--- src/rtl/hand_reg_bank.sv ---
// hand_reg_bank: per-hand card register bank with running Baccarat score.
// Replaces the discrete player/dealer card registers and score blocks.
// One addressed load port writes one card per slow_clock edge; illegal
// loads are rejected and latched in a sticky err flag.
module hand_reg_bank #(
    parameter  int NUM_HANDS = 2,
    parameter  int SLOTS     = 3,
    localparam int HAND_W    = (NUM_HANDS > 1) ? $clog2(NUM_HANDS) : 1,
    localparam int SLOT_W    = (SLOTS > 1) ? $clog2(SLOTS) : 1,
    localparam int CNT_W     = $clog2(SLOTS + 1)
) (
    input  logic                         slow_clock,
    input  logic                         resetb,
    input  logic                         clear,
    input  logic                         load,
    input  logic [HAND_W-1:0]            load_hand,
    input  logic [SLOT_W-1:0]            load_slot,
    input  logic [3:0]                   card_in,
    output logic [NUM_HANDS*SLOTS*4-1:0] cards_out,
    output logic [NUM_HANDS*4-1:0]       scores_out,
    output logic [NUM_HANDS*CNT_W-1:0]   counts_out,
    output logic [NUM_HANDS-1:0]         full_out,
    output logic [NUM_HANDS-1:0]         natural_out,
    output logic                         err
);

    // Baccarat value of a card code: 1..9 count face value, 10/J/Q/K count zero.
    function automatic logic [3:0] card_value(input logic [3:0] code);
        logic [3:0] v;
        if ((code >= 4'd1) && (code <= 4'd9)) begin
            v = code;
        end else begin
            v = 4'd0;
        end
        return v;
    endfunction

    // Mod-10 accumulate: both operands are below 10, so one conditional
    // subtraction of 10 from the 5-bit sum is enough.
    function automatic logic [3:0] score_add(input logic [3:0] score, input logic [3:0] code);
        logic [4:0] sum;
        sum = {1'b0, score} + {1'b0, card_value(code)};
        if (sum >= 5'd10) begin
            sum = sum - 5'd10;
        end else begin
            sum = sum;
        end
        return sum[3:0];
    endfunction

    logic [3:0]       cards_r  [NUM_HANDS][SLOTS];
    logic [3:0]       scores_r [NUM_HANDS];
    logic [CNT_W-1:0] counts_r [NUM_HANDS];
    logic             err_r;

    logic hit_s;
    logic occupied_s;
    logic card_ok_s;
    logic legal_s;
    logic illegal_s;

    // Load qualification: address must hit an existing slot (this also rejects
    // out-of-range hand/slot indices), the slot must be empty and the code legal.
    always_comb begin
        hit_s      = 1'b0;
        occupied_s = 1'b0;
        for (int h = 0; h < NUM_HANDS; h++) begin
            for (int s = 0; s < SLOTS; s++) begin
                hit_s      = hit_s | ((load_hand == HAND_W'(h)) && (load_slot == SLOT_W'(s)));
                occupied_s = occupied_s | ((load_hand == HAND_W'(h)) && (load_slot == SLOT_W'(s))
                                           && (cards_r[h][s] != 4'd0));
            end
        end
        card_ok_s = (card_in != 4'd0) && (card_in <= 4'd13);
        legal_s   = load & hit_s & ~occupied_s & card_ok_s;
        illegal_s = load & ~legal_s;
    end

    // Card storage: write the addressed slot on a legal load; clear wipes all.
    always_ff @(posedge slow_clock or negedge resetb) begin
        if (!resetb) begin
            for (int h = 0; h < NUM_HANDS; h++)
                for (int s = 0; s < SLOTS; s++)
                    cards_r[h][s] <= 4'd0;
        end else if (clear) begin
            for (int h = 0; h < NUM_HANDS; h++)
                for (int s = 0; s < SLOTS; s++)
                    cards_r[h][s] <= 4'd0;
        end else begin
            for (int h = 0; h < NUM_HANDS; h++)
                for (int s = 0; s < SLOTS; s++)
                    if (legal_s && (load_hand == HAND_W'(h)) && (load_slot == SLOT_W'(s)))
                        cards_r[h][s] <= card_in;
        end
    end

    // Per-hand running score and occupancy count, updated with each legal load.
    always_ff @(posedge slow_clock or negedge resetb) begin
        if (!resetb) begin
            for (int h = 0; h < NUM_HANDS; h++) begin
                scores_r[h] <= 4'd0;
                counts_r[h] <= '0;
            end
        end else if (clear) begin
            for (int h = 0; h < NUM_HANDS; h++) begin
                scores_r[h] <= 4'd0;
                counts_r[h] <= '0;
            end
        end else begin
            for (int h = 0; h < NUM_HANDS; h++) begin
                if (legal_s && (load_hand == HAND_W'(h))) begin
                    scores_r[h] <= score_add(scores_r[h], card_in);
                    counts_r[h] <= counts_r[h] + CNT_W'(1);
                end
            end
        end
    end

    // Sticky illegal-load flag; a load dropped by clear never sets it.
    always_ff @(posedge slow_clock or negedge resetb) begin
        if (!resetb) begin
            err_r <= 1'b0;
        end else if (clear) begin
            err_r <= 1'b0;
        end else if (illegal_s) begin
            err_r <= 1'b1;
        end
    end

    // Flatten registered state onto the output buses; full/natural derive
    // combinationally from registered count and score.
    for (genvar h = 0; h < NUM_HANDS; h++) begin : g_hand
        assign scores_out[h*4 +: 4]          = scores_r[h];
        assign counts_out[h*CNT_W +: CNT_W]  = counts_r[h];
        assign full_out[h]                   = (counts_r[h] == CNT_W'(SLOTS));
        assign natural_out[h]                = (counts_r[h] == CNT_W'(2)) && (scores_r[h] >= 4'd8);
        for (genvar s = 0; s < SLOTS; s++) begin : g_slot
            assign cards_out[(h*SLOTS+s)*4 +: 4] = cards_r[h][s];
        end
    end

    assign err = err_r;

endmodule

--- config.mk ---
export PLATFORM = sky130hd
export DESIGN_NAME = hand_reg_bank
export DESIGN_NICKNAME = d
export VERILOG_FILES = /design/src/rtl/hand_reg_bank.sv
export SDC_FILE = /design/constraint.sdc
export NUM_CORES = 1
export LEC_CHECK = 0
export BUFFER_PORTS_ARGS = -buffer_cell sky130_fd_sc_hd__clkbuf_2
export CORE_MARGIN = 8
export CORE_UTILIZATION = 57
export DETAILED_ROUTE_END_ITERATION = 6
export PLACE_DENSITY = 0.84
export SLEW_MARGIN = 10
export SYNTH_ARGS = -nofsm -noshare
export SYNTH_HDL_FRONTEND = slang
export SYNTH_SLANG_ARGS = --single-unit
--- constraint.sdc ---
create_clock -name slow_clock -period 4.3 [get_ports slow_clock]
set_input_delay 0.43 -clock slow_clock [delete_from_list [all_inputs] [get_ports slow_clock]]
set_output_delay 0.43 -clock slow_clock [all_outputs]
set_load 0.05 [all_outputs]
# After elaboration in Yosys (flattened, before gate mapping)
# Cells that the tools add are included.
# totals
input_bits,11
ff_bits,37
word_cells,110
output_inout_bits,41
# classes
n_addsub,6
bitwise_logic,17
order_cmp,7
reduce_logical,41
eq_ne,6
n_mux,22
# ops
op,count
2-to-1 mux 4 bit,16
nonzero test 4 bit,7
logical AND 1 bit,24
2-to-1 mux 24 bit,1
nonzero test 2 bit,9
adder 4 x 4 -> 5 bit,2
equality test 2 bit (second input constant),5
greater-or-equal comparator 5 x 4 -> 1 bit (second input constant),2
OR 1 bit,10
greater-or-equal comparator 4 bit (second input constant),2
less-or-equal comparator 4 bit (second input constant),2
2-to-1 mux 8 bit,1
subtractor 4 bit (second input constant),2
adder 2 x 1 -> 2 bit (second input constant),2
AND 1 bit,4
greater-or-equal comparator 4 x 1 -> 1 bit (second input constant),1
2-to-1 mux 2 bit,2
NOT 1 bit,3
equality test 2 x 1 -> 1 bit (second input constant),1
zero test 2 bit,1
2-to-1 mux 1 bit,2

# Logic depth before layout (Yosys ltp)
# Gate-level depths: netlist (run 1).
# depth
depth_word,19
mapped_depth,13
depth_no_buf,12

# Worst setup path before layout (run 1)
# No wires, ideal clock.
# synth_timing
path_type,input -> register
start,in card_in[2]
end,reg scores_r (netlist bit scores_out[6])
setup_slack_ns,1.431
path_buffers,1
stages,12
required_ns,4.213
setup_time_ns,0.087
arrival_ns,2.782
cell_sequence,clkbuf_1 -> o21ai_0 -> and2_1 -> ha_1 -> ha_1 -> or3_4 -> nand2_1 -> ha_1 -> o211ai_1 -> o22ai_1 -> mux2_2 -> a211oi_2
# synth_via
elab_chain_len,10
# synth_lines
element,line,rtl
from (decl),18,"input logic [3:0] card_in,"
greater-or-equal comparator 4 x 1 -> 1 bit or less-or-equal comparator 4 bit (tied branches),30,if ((code >= 4'd1) && (code <= 4'd9)) begin
logical AND 1 bit,30,
2-to-1 mux 4 bit,30,
2-to-1 mux 4 bit,111,if (legal_s && (load_hand == HAND_W'(h))) begin
2-to-1 mux 4 bit,104,end else if (clear) begin
adder 4 x 4 -> 5 bit,42,"sum = {1'b0, score} + {1'b0, card_value(code)};"
subtractor 4 bit or greater-or-equal comparator 5 x 4 -> 1 bit (tied branches),"44, 43",
2-to-1 mux 4 bit,43,if (sum >= 5'd10) begin
2-to-1 mux 4 bit,111,
2-to-1 mux 8 bit,104,
"to (signal, indexed assignment)",112,"scores_r[h] <= score_add(scores_r[h], card_in);"
to (decl),52,logic [3:0] scores_r [NUM_HANDS];
# Several ways; a longest one is shown, not always the timed one. The select of a mux whose other input is x is not followed.
# A chain may end at the register's enable or synchronous reset.

# Worst setup path after layout (run 1)
# layout_timing
start,in card_in[1]
end,reg scores_r (netlist bit scores_out[6])
# Same word-level chain as after synthesis.

==> Implementation_results.wiki, run 1 <==
{| class="wikitable"
! Metric !! Value
|-
| Total of flip-flops plus latches after synthesis || 37
|-
| Clock buffers created by TritonCTS || 5
|-
| Register-to-register setup slack || 1.54 ns
|-
| Minimum hold slack || 0.262 ns
|-
| Worst Tran Pin Value || 0.926 ns
|-
| Outcome || finished clean
|-
| Post-layout nets || 292
|-
| Max-slew violation count || 0
|-
| I/O pin count || 52
|-
| Pin count of the biggest net entering global routing || 42
|-
| Root buffer cell || sky130_fd_sc_hd__clkbuf_8
|-
| Share of layout cells above drive strength 1 || 24.3%
|-
| R2r worst-path depth || 5
|-
| Synth Area in Simple Gates || 18.9%
|-
| Combined global-route utilization of all metal layers || 18.0%
|-
| Setup WS pre-CTS || 1.18 ns
|-
| Routability Congestion || 0.897
|-
| Gate count after technology mapping || 223
|-
| TritonCTS clock tree || done
|-
| Hold violation count in the final report || 0
|-
| Fraction of power spent switching nets || 29.3%
|-
| Max Buffers Root-to-Sink || 2
|-
| Crit path DAT || 3.02 ns
|-
| Crit Path Category || primary input to flip-flop
|-
| Total internal power || 0.602 mW
|-
| Power density over the cells || 342 nW/um^2
|-
| Summed negative setup slack over all endpoints || 0 ns
|-
| EDFF count, synth || 0
|-
| CTS sink count || 37
|-
| Total inserted antenna cells || 0
|-
| Critical path data required time || 4.49 ns
|-
| Largest driver fanout on the critical path || 15
|-
| Netlist area before placement || 2120 sq um
|-
| Maximum ir drop on the vdd rail || 0.000277 V
|-
| Number of antenna violations at the first check in global routing || 0
|-
| Max Freq || 0.353 GHz
|-
| Net count after synthesis || 248
|-
| Number of standard cells in the final layout excluding fillers || 316
|-
| Largest family of logic cells by synthesized area || simple AND/OR/NAND/NOR gates
|-
| # Max-Cap Violations || 0
|-
| Synthesized-area fraction occupied by ao, oa, aoi and oai cells || 18.0%
|-
| Dpl hpwl || 3.80 mm
|-
| Cell Count Post-Placement || 308
|-
| CORE AREA || 3610 sq um
|-
| Effective utilization at floorplan || 58.7%
|-
| Post-CTS setup buffers || 0
|-
| Worst clock skew on the final layout || 0.00635 ns
|-
| Global-route wire length before repair || 8.72 mm
|-
| Chip Height || 76.9 um
|-
| Clock transition at the registers of the reported paths || 0.07 ns
|-
| Final routed DRC violation total || 0
|-
| Async S/R FF share, synth || 100%
|-
| Clock network power share || 36.4%
|-
| Sequential-to-total area share from yosys stat || 43.7%
|-
| Setup repair after global routing missed its margin || false
|-
| Relative slew slack || 38.3%
|-
| Final min period || 2.83 ns
|-
| Number of vias per cell after detailed routing || 6.12
|-
| Hold buffers post-CTS || 0
|-
| Yosys warning count || 0
|-
| Worst R2R Start || cards_out[9]
|-
| Area growth from synthesis to layout || 17.6%
|-
| Capture point of the worst reg-to-reg path || scores_out[1]
|-
| Psw || 0.250 mW
|-
| Most common flop cell mapped by yosys || sky130_fd_sc_hd__dfrtp_1
|-
| Overflow left after global routing || 0
|-
| Fraction of the cycle the final worst path needs || 65.8%
|-
| WL per Instance || 16.9 um
|-
| Flop pwr share || 43.2%
|-
| Overall die width || 76.9 um
|-
| Number of cell rows || 22
|-
| Register Area || 926 sq um
|-
| Post-cts gate resize count || 0
|-
| Count of different cell masters after synthesis || 43
|-
| Share of synthesized cell area in full adder, half adder and majority cells || 8.27%
|-
| Min-Delay Path Class || primary input to asynchronous set/reset pin
|-
| Number of levels in the clock H-tree || 2
|-
| Number of global-route vias before repair || 1810
|-
| Worst setup SP type || primary input
|-
| Count of antenna-violating nets left after detailed routing || 0
|-
| CP endpoint kind || flip-flop
|-
| Fillers || 278
|-
| Post-synthesis mux area share || 3.90%
|-
| Floorplan die area || 5920 sq um
|-
| Number of optimization iterations in the first detailed-route pass || 5
|-
| Combinational power share || 20.4%
|-
| Fraction of synthesized cell area in xor and xnor cells || 2.07%
|-
| Mean area per synthesized cell || 9.49 sq um
|-
| Clock latency at the later pin of the worst-skew pair || 0.29 ns
|-
| Leakage power of the design || 1.23 nW
|-
| Wirelength, routed || 5.35 mm
|-
| Number of design-rule violations left by the first detailed-router iteration || 209
|-
| Total of endpoints with negative setup slack in the final report || 0
|-
| Via count of the routed design || 1933
|-
| Port buffer count || 51
|-
| Post-layout worst setup margin || 1.47 ns
|-
| Multi-input gate area || 1080 sq um
|}
==> registers in the layout, indices dropped and copies added (netlist names) <==
| signal | count |
|---|---|
| cards_out | 24 |
| counts_out | 4 |
| err | 1 |
| scores_out | 8 |
==> through the flow <==
stage	area [sq um]	power, mW	utilization (%)
global route	2490	0.884	69.0
floorplan	2120	0.502	-
finish	2490	0.852	69.0
global placement	2370	0.542	65.8
CTS	2490	0.854	69.0
detailed placement	2370	0.548	65.8
==> per-layer routing <==
| layer | vias up | share of wire [%] | global-route usage [%] |
|---|---|---|---|
| met5 | - | 0 | 0 |
| met4 | 0 | 1.8 | 5.77 |
| met3 | 11 | 9.2 | 5.24 |
| met2 | 118 | 48 | 28.3 |
| met1 | 908 | 41 | 23.0 |
| li1 | 896 | - | - |
==> worst max path at each step <==
stage                          start            end  slack (ns)  depth (start not counted)
after floorplan           card_in[2]  scores_out[6]        1.43                         12
after global placement    card_in[3]  scores_out[6]        1.31                         12
after detailed placement  card_in[3]  scores_out[6]        1.18                         12
after CTS                 card_in[3]  scores_out[6]        1.48                         12
after global routing      card_in[3]  scores_out[2]        1.28                         13
final                     card_in[1]  scores_out[6]        1.47                         12
==> critical path, cell delays in order <==
cell and delay (ns):
sky130_fd_sc_hd__clkbuf_2 0.28, sky130_fd_sc_hd__o21ai_0 0.11, sky130_fd_sc_hd__and2_1 0.19, sky130_fd_sc_hd__ha_1 0.21, sky130_fd_sc_hd__ha_1 0.22, sky130_fd_sc_hd__or3_4 0.38, sky130_fd_sc_hd__nand2_1 0.10, sky130_fd_sc_hd__ha_1 0.19
sky130_fd_sc_hd__o211ai_1 0.10, sky130_fd_sc_hd__o22ai_1 0.22, sky130_fd_sc_hd__mux2_2 0.38, sky130_fd_sc_hd__a211oi_2 0.21
==> power groups by stage <==
| stage | registers (mW) | logic, mW | clock network, mW |
|---|---|---|---|
| detailed placement | 0.375 | 0.173 | 0 |
| finish | 0.368 | 0.174 | 0.310 |
| global route | 0.370 | 0.190 | 0.325 |
| floorplan | 0.408 | 0.0944 | 0 |
| CTS | 0.368 | 0.174 | 0.312 |
| global placement | 0.375 | 0.167 | 0 |
==> cell families after synthesis <==
kind of cell,count (synthesis)
and+or+nand+nor,79
xor gates and xnor gates,5
buffers and inverters,27
AOI/OAI and AO/OA,53
muxes,8
DFF,37
adders and majority gates,14
==> cells in the final DEF (no fill, tap or decap), types with 2 or more instances in the layout <==
master,count
sky130_fd_sc_hd__or4b_1,2
sky130_fd_sc_hd__nand2_1,5
sky130_fd_sc_hd__a31o_2,2
sky130_fd_sc_hd__nor4_1,4
sky130_fd_sc_hd__nand4b_1,2
sky130_fd_sc_hd__nor3_1,3
sky130_fd_sc_hd__a21oi_1,4
sky130_fd_sc_hd__nor2b_1,4
sky130_fd_sc_hd__mux2i_1,6
sky130_fd_sc_hd__nor3b_1,2
sky130_fd_sc_hd__nor2_1,43
sky130_fd_sc_hd__a211oi_1,4
sky130_fd_sc_hd__and2_1,6
sky130_fd_sc_hd__o311ai_1,2
sky130_fd_sc_hd__clkbuf_8,6
sky130_fd_sc_hd__a311oi_1,2
sky130_fd_sc_hd__xnor2_1,5
sky130_fd_sc_hd__a31oi_1,24
sky130_fd_sc_hd__o21ai_0,4
sky130_fd_sc_hd__dfrtp_1,37
sky130_fd_sc_hd__inv_1,13
sky130_fd_sc_hd__a211oi_2,2
sky130_fd_sc_hd__clkbuf_2,51
sky130_fd_sc_hd__ha_1,14
==> cells in the mapped netlist (3+ instances only) <==
master	count	area share, %
sky130_fd_sc_hd__a211oi_1	4	1.4
sky130_fd_sc_hd__a21oi_1	4	0.95
sky130_fd_sc_hd__a31oi_1	24	7.1
sky130_fd_sc_hd__and2_1	6	1.8
sky130_fd_sc_hd__buf_2	6	1.4
sky130_fd_sc_hd__clkbuf_1	8	1.4
sky130_fd_sc_hd__dfrtp_1	37	44
sky130_fd_sc_hd__ha_1	14	8.3
sky130_fd_sc_hd__inv_1	13	2.3
sky130_fd_sc_hd__mux2i_1	6	2.8
sky130_fd_sc_hd__nand2_1	5	0.89
sky130_fd_sc_hd__nor2_1	43	7.6
sky130_fd_sc_hd__nor2b_1	4	1.2
sky130_fd_sc_hd__nor3_1	3	0.71
sky130_fd_sc_hd__nor4_1	4	1.2
sky130_fd_sc_hd__o21ai_0	4	0.95
sky130_fd_sc_hd__xnor2_1	5	2.1
==> layout make-up <==
class,count,area share (%)
clock inverter,1,1.21
sequential,37,37.2
timing repair buffer,51,10.3
multi-input combinational,159,43.5
clock buffer,7,3.47
tap,48,2.41
inverter,13,1.96
No activity file was read; power rests on OpenSTA's default activity.
==> inputs of run 2 (changes only) <==
- CORE_UTILIZATION: 57 -> 53
- PLACE_DENSITY: 0.84 -> 0.79
- clock period: 4.3 -> 2.8 ns (I/O delays scaled with it)
==> run 2 against run 1 <==
Against the previous run: hold slack worse by 0.15 ns; sequential power is 54% higher; setup slack worse by 1.2 ns; design area is 2.0% higher; critical endpoint is now scores_out[2].
==> Implementation_results.wiki, run 2 (synthesis gave the netlist of run 1 again) <==
{| class="wikitable"
! Metric !! Value
|-
| Power density over the cells || 506 nW/um^2
|-
| CP max stage cell || sky130_fd_sc_hd__dfrtp_1
|-
| Levels on crit path || 9
|-
| Area growth from synthesis to layout || 19.9%
|-
| Relative slew slack || 38.3%
|-
| Crit path DAT || 2.77 ns
|-
| Combined global-route utilization of all metal layers || 17.4%
|-
| Wirelength, routed || 5.28 mm
|-
| Worst Tran Pin Value || 0.925 ns
|-
| Port buffer count || 51
|-
| Most frequent cells in the layout || sky130_fd_sc_hd__clkbuf_2, sky130_fd_sc_hd__nor2_1, sky130_fd_sc_hd__dfrtp_1
|-
| Setup WS pre-CTS || -0.0322 ns
|-
| Final min period || 2.56 ns
|-
| Max Buffers Root-to-Sink || 2
|-
| CORE AREA || 3910 sq um
|-
| Delay of the slowest cell on the worst path || 0.41 ns
|-
| Post-cts gate resize count || 0
|-
| Post-layout instance area || 2540 sq um
|-
| Number of global-route vias before repair || 1805
|-
| Clock transition at the registers of the reported paths || 0.07 ns
|-
| Cell repeated most along the worst path || sky130_fd_sc_hd__ha_1
|-
| CP endpoint kind || flip-flop
|-
| Crit Path Category || flip-flop to flip-flop
|-
| Worst setup SP type || flip-flop
|-
| Placed Area || 2430 sq um
|-
| Number of levels in the clock H-tree || 2
|-
| TritonCTS clock tree || done
|-
| Hold violation count in the final report || 0
|-
| Critical path's top delay family || compound AO/OA/AOI/OAI gates
|-
| Pin count of the biggest net entering global routing || 38
|-
| Clock latency at the later pin of the worst-skew pair || 0.30 ns
|-
| Register-to-register setup slack || 0.24 ns
|-
| Largest driver fanout on the critical path || 5
|-
| Total inserted antenna cells || 0
|-
| I/O pin count || 52
|-
| Fraction of the cycle the final worst path needs || 91.3%
|-
| Post-layout worst setup margin || 0.244 ns
|-
| Count of antenna-violating nets left after detailed routing || 0
|-
| WL per Instance || 16.2 um
|-
| Critical path data required time || 3.01 ns
|-
| Maximum ir drop on the vdd rail || 0.000495 V
|-
| Floorplan die area || 6270 sq um
|-
| Min-Delay Path Class || primary input to asynchronous set/reset pin
|-
| Share of layout cells above drive strength 1 || 26.5%
|-
| Cell Count Post-Placement || 318
|-
| Via count of the routed design || 1910
|-
| Hold buffers post-CTS || 0
|-
| R2r worst-path depth || 9
|-
| Root buffer cell || sky130_fd_sc_hd__clkbuf_8
|-
| Final routed DRC violation total || 0
|-
| Overall die width || 79.2 um
|-
| Fillers || 363
|-
| Routability Congestion || 0.913
|-
| Worst clock skew on the final layout || 0.00850 ns
|-
| Number of design-rule violations left by the first detailed-router iteration || 105
|-
| Number of vias per cell after detailed routing || 5.88
|-
| # Max-Cap Violations || 0
|-
| Setup repair after global routing missed its margin || false
|-
| Overflow left after global routing || 0
|-
| Clock buffers created by TritonCTS || 5
|-
| Number of optimization iterations in the first detailed-route pass || 4
|-
| Series of cell instances along the critical path || ha_1 -> and4b_1 -> a211o_1 -> ha_1 -> inv_1 -> a31o_2 -> a21oi_1 -> mux2_1 -> a211oi_1
|-
| Post-CTS setup buffers || 0
|-
| Chip Height || 79.2 um
|-
| Number of standard cells in the final layout excluding fillers || 325
|-
| Dpl hpwl || 3.98 mm
|-
| CTS sink count || 37
|-
| Number of antenna violations at the first check in global routing || 0
|-
| Leakage power of the design || 1.26 nW
|-
| Capture point of the worst reg-to-reg path || scores_out[2]
|-
| Max Freq || 0.391 GHz
|-
| Number of cell rows || 23
|-
| Overall power || 1.29 mW
|-
| Worst R2R Start || scores_out[2]
|-
| Global-route wire length before repair || 8.75 mm
|-
| Effective utilization at floorplan || 54.1%
|-
| Summed negative setup slack over all endpoints || 0 ns
|-
| Flip-flop count of the largest register, all copies and words added || 24
|-
| Crit path buf inv count || 1
|-
| Total of endpoints with negative setup slack in the final report || 0
|-
| Post-layout nets || 300
|-
| Max-slew violation count || 0
|-
| Outcome || finished clean
|-
| Most common cell after layout, fill and taps aside || sky130_fd_sc_hd__clkbuf_2
|}
==> run 2: area by class of cell <==
type	instances	area, sq um	area share (%)
multi-input cells	159	1080	42.6
flip-flops and latches	37	926	36.5
repair buffers	59	315	12.4
clock buffers	5	68.8	2.71
well taps	50	62.6	2.46
inverters	13	48.8	1.92
clock inverters	2	35.0	1.38
==> run 2: worst register-to-register path: stages (launching register included) <==
cell                       delay [ns]
sky130_fd_sc_hd__dfrtp_1         0.41
sky130_fd_sc_hd__ha_1            0.36
sky130_fd_sc_hd__and4b_1         0.26
sky130_fd_sc_hd__a211o_1         0.16
sky130_fd_sc_hd__ha_1            0.22
sky130_fd_sc_hd__inv_1           0.07
sky130_fd_sc_hd__a31o_2          0.21
sky130_fd_sc_hd__a21oi_1         0.23
sky130_fd_sc_hd__mux2_1          0.35
sky130_fd_sc_hd__a211oi_1        0.22
==> run 2: how the worst max path moves through the flow <==
stage | from | endpoint | slack [ns]
after global routing | scores_out[2] | scores_out[2] | 0.04
final | scores_out[2] | scores_out[2] | 0.24
after detailed placement | card_in[3] | scores_out[6] | -0.03
after floorplan | card_in[2] | scores_out[6] | 0.08
after CTS | scores_out[2] | scores_out[2] | 0.24
after global placement | card_in[2] | scores_out[2] | 0.07
==> run 2: where the power goes <==
| part | switching [mW] | internal (mW) |
|---|---|---|
| registers | 0.0161 | 0.549 |
| clock network | 0.189 | 0.259 |
| logic | 0.180 | 0.0918 |
==> run 2: routing by layer <==
layer  track usage, %  vias up  wire [um]
met5                0        -          0
met4             6.67        0         70
met3             4.06        5        357
met2             27.4       72       2510
met1             22.5      915       2330
li1                 -      918          -
==> run 2: metrics by stage <==
| stage | utilization, % | hold WS, ns |
|---|---|---|
| 2_1_floorplan | - | -0.0156 |
| 3_3_place_gp | 62.2 | 0.451 |
| 3_5_place_dp | 62.2 | 0.453 |
| 4_1_cts | 64.9 | 0.134 |
| 5_1_grt | 64.9 | 0.171 |
| 6_report | 64.9 | 0.109 |
